File: src/rtl/bcd_to_bin.sv
// Sequential 6-digit BCD to 20-bit binary converter (reverse double-dabble).
// One conversion at a time with a start/busy/done handshake.

module bcd_digit_adj (
  input  logic [3:0] d,
  output logic [3:0] q
);
  assign q = (d >= 4'd8) ? d - 4'd3 : d;
endmodule

module bcd_to_bin (
  input  logic        sys_clk,
  input  logic        sys_rst_n,
  input  logic        start,
  input  logic [3:0]  unit,
  input  logic [3:0]  ten,
  input  logic [3:0]  hun,
  input  logic [3:0]  tho,
  input  logic [3:0]  t_tho,
  input  logic [3:0]  h_tho,
  output logic        busy,
  output logic        done,
  output logic [19:0] bin_data,
  output logic        err
);
  localparam int NUM_DIG = 6;
  localparam int ITERS   = 20;

  typedef enum logic [1:0] {IDLE, SHIFT, ADJ} state_t;

  state_t                      state;
  logic [4:0]                  cnt;
  logic [43:0]                 work;
  logic [NUM_DIG-1:0][3:0]     dig_in;
  logic [NUM_DIG-1:0][3:0]     adj_d;
  logic                        bad;

  assign dig_in = {h_tho, t_tho, tho, hun, ten, unit};

  always_comb begin
    bad = 1'b0;
    for (int i = 0; i < NUM_DIG; i++)
      if (dig_in[i] > 4'd9) bad = 1'b1;
  end

  // Every digit field is corrected in parallel from its pre-adjust value.
  for (genvar g = 0; g < NUM_DIG; g++) begin : g_adj
    bcd_digit_adj u_adj (
      .d (work[20+4*g +: 4]),
      .q (adj_d[g])
    );
  end

  always_ff @(posedge sys_clk or negedge sys_rst_n) begin
    if (!sys_rst_n) begin
      state    <= IDLE;
      cnt      <= '0;
      work     <= '0;
      busy     <= 1'b0;
      done     <= 1'b0;
      bin_data <= '0;
      err      <= 1'b0;
    end else begin
      done <= 1'b0;
      case (state)
        IDLE: begin
          if (start) begin
            work <= {dig_in, 20'd0};
            cnt  <= '0;
            err  <= bad;
            if (bad) begin
              bin_data <= '0;
              done     <= 1'b1;
            end else begin
              busy  <= 1'b1;
              state <= SHIFT;
            end
          end
        end
        SHIFT: begin
          work  <= work >> 1;
          cnt   <= cnt + 5'd1;
          state <= ADJ;
        end
        ADJ: begin
          if (cnt == 5'(ITERS)) begin
            bin_data <= work[19:0];
            done     <= 1'b1;
            busy     <= 1'b0;
            state    <= IDLE;
          end else begin
            work[43:20] <= adj_d;
            state       <= SHIFT;
          end
        end
        default: state <= IDLE;
      endcase
    end
  end
endmodule

File: config.mk
export PLATFORM = sky130hd
export DESIGN_NAME = bcd_to_bin
export DESIGN_NICKNAME = d
export VERILOG_FILES = /design/src/rtl/bcd_to_bin.sv
export SDC_FILE = /design/constraint.sdc
export NUM_CORES = 1
export LEC_CHECK = 0
export CAP_MARGIN = 20
export CORE_MARGIN = 5
export CORE_UTILIZATION = 40
export DETAILED_ROUTE_END_ITERATION = 16
export PLACE_DENSITY = 0.68
export SLEW_MARGIN = 10
export SYNTH_ARGS = -nofsm -noshare
export SYNTH_HDL_FRONTEND = slang
export SYNTH_HIERARCHICAL = 1
export SYNTH_SLANG_ARGS = --single-unit
export TNS_END_PERCENT = 100
File: constraint.sdc
create_clock -name sys_clk -period 2 [get_ports sys_clk]
set_input_delay 0.2 -clock sys_clk [delete_from_list [all_inputs] [get_ports sys_clk]]
set_output_delay 0.2 -clock sys_clk [all_outputs]
set_load 0.02 [all_outputs]
==> metrics.csv <==
stage;metric;value;unit
outcome;outcome;finished, final reports clean;
floorplanning;boundaryPins;50;
place;hpwlAfterDp;7380;µm
sta;rsz0062_at_grt;false;
drt;met1Wirelength;4730;µm
setup_path;critical_path_arrival;2.04;ns
place;gp_congestion;0.787;
synth;synth.avg_cell_area;9.08;µm²
place;io_buffers;49;
layout;fill_cells;995;
setup_path;crit_type;register to register;
global_routing;grt_usage;17.2;%
synth;synth_nets;529;
sta;fin_worst_skew;0.0114;ns
layout;layout_commonest_cell;nand2_1;
power;vdd_drop_max;0.908;mV
layout;regArea;0.00185;mm²
clock_network;tritoncts;done;
drt;dr_total_vias;3885;
sta;maxSlewViolCount;0;
clock_network;insertion_delay;0.36;ns
global_routing;grt_pass1_wl;18700;µm
sta;relSlewSlack;70.5;%
drt;met3RoutedLength;678;µm
setup_path;worstSetupStartpointType;register;
setup_path;required;2.27;ns
drt;first_iter_violations;303;
drt;drc;0;
drt;detail-route-antenna-nets;0;
clock_network;path_clk_slew;0.08;ns
synth;ys_types;37;
power;p_per_area;1290;mW/mm²
synth;syn_inst;484;
drt;post_drt_wl_per_cell;16.6;µm
clock_network;postCtsSetupRepairBufs;0;
synth;synth-seq-cells;74;
global_routing;grt_pass1_vias;3847;
sta;setup_violations;0;
global_routing;grt_max_degree;49;
layout;multiInputGateArea;0.00226;mm²
layout;final_cell_mix;nand2_1 (77), dfrtp_1 (74), o21ai_0 (59), clkdlybuf4s50_1 (48), a22oi_1 (43);
drt;routed_via_density;5.84;
clock_network;htree_levels;3;
global_routing;antenna_found_initial;0;
sta;worst_pin_slew;0.442;ns
drt;met2WireLength;5540;µm
clock_network;hold_buffers;1;
floorplanning;dieArea;0.0132;mm²
floorplanning;start_util;40.7;%
synth;async_flop_share;100;%
global_routing;gr-total-overflow;0;
drt;firstDrtPassIters;5;
synth;yosysSeqAreaShare;42.1;%
synth;syn-cell-area;0.00440;mm²
synth;synth_ff_type;dfrtp_1;
clock_network;clock-sinks;74;
sta;whs;0.320;ns
layout;diodes;0;
clock_network;max-clock-path-buffers;2;
floorplanning;die_w;115;µm
synth;synth_edf_count;0;
power;p_leak;2.12;nW
layout;final_cells;665;
layout;final_nets;566;
flow_run;maxCapViolCount;0;
layout;syn_to_final_growth;20.0;%
hold_path;holdCritPathClass;input pin to async pin;
clock_network;numCtsBuffers;9;
sta;hold_viol_final;0;
sta;tns;0;ns
floorplanning;fp-row-count;38;
floorplanning;fp.coreArea;0.0108;mm²
clock_network;cts_resized;0;
clock_network;clockRootBuffer;clkbuf_8;
place;numPlacedInstances;649;
floorplanning;die_h;115;µm
sta;period_minus_slack;1.77;ns
drt;top_layer_used;met4;
sta;fmax;0.565;GHz
layout;drive_above_1_share;8.19;%
drt;wl;11100;µm
sta;period_share;88.6;%
synth;yosysWarnings;6;
setup_path;worstSetupEndpointType;register;
setup_path;crit_fanout;20;
## report_power, final
group	switching [mW]	internal, mW	total, mW
clock network	0.591	0.699	1.29
logic	1.98	1.26	3.23
registers	0.434	1.82	2.26
total	3.00	3.78	6.78
## routing by layer
metal / vias to the layer above / track usage, %
li1: 1849 / -
met1: 1896 / 22.0
met2: 126 / 29.9
met3: 14 / 3.32
met4: 0 / 4.46
met5: - / 0
## final timing paths
path | end | slack, ns | cells after the start | from
setup / recovery | bin_data[3]$_DFFE_PN0P_ | 0.23 | 7 | cnt[0]$_DFFE_PN0P_
hold / removal | work[0]$_DFFE_PN0P_ | 0.32 | 2 | sys_rst_n
setup reg to reg | bin_data[3]$_DFFE_PN0P_ | 0.23 | 7 | cnt[0]$_DFFE_PN0P_
hold reg to reg | err$_DFFE_PN0P_ | 0.50 | 2 | err$_DFFE_PN0P_
max in group asynchronous | state[0]$_DFFE_PN0P_ | 1.09 | 3 | sys_rst_n
min in group sys_clk | work[32]$_DFFE_PN0P_ | 0.46 | 3 | tho[0]
## cell type report
type	instances	area share (%)
clock buffers	9	2.35
clock inverters	6	1.76
inverters	20	1.42
multi-input cells	346	42.8
flip-flops and latches	74	35.1
well taps	140	3.32
repair buffers	70	13.2
## flip-flops by register name, summed over array words and instances, names as in the netlist
signal and cells:
bin_data 20, busy 1, cnt 5, done 1, err 1, state 2
work 44
## Yosys cell counts (all sizes together) (5+ instances only)
master | instances | area [µm²]
xor2 | 7 | 61.3
o21ai | 63 | 315
clkbuf | 15 | 56.3
nor2 | 5 | 18.8
xnor2 | 7 | 61.3
o2111ai | 20 | 175
a22o | 21 | 184
ha | 18 | 225
a22oi | 43 | 323
buf | 29 | 160
o211ai | 21 | 163
inv | 20 | 75.1
dfrtp | 74 | 1850
a21oi | 7 | 35.0
nand2 | 77 | 289
nor2b | 8 | 50.1
nand4 | 22 | 138
nand2b | 7 | 43.8
## cell families after synthesis
logic type	Yosys count	share of synthesized area [%]
DFF	74	42.1
and+or+nand+nor	129	14.2
xor gates and xnor gates	14	2.79
buffers and inverters	64	6.63
adders and majority gates	18	5.12
muxes	3	0.825
AOI/OAI and AO/OA	182	28.3
## critical path: stages, from the launching register on
cell and delay (ns):
dfrtp_1 0.40, inv_1 0.09, ha_1 0.20, nand4b_4 0.24, nor2_1 0.15, buf_4 0.27, a22oi_1 0.11, o2111ai_1 0.21
## metrics by stage
step	cell area (µm²)	worst slack [ns]	utilization, %	power, mW
after CTS	5270	0.201	48.9	6.82
after global placement	5050	0.0936	46.8	5.39
after global routing	5270	0.114	48.9	7.34
after floorplan	4400	0.443	-	4.60
final	5270	0.229	48.9	6.78
after detailed placement	5050	0.0207	46.8	5.51
(Power assumes the default switching activity.)
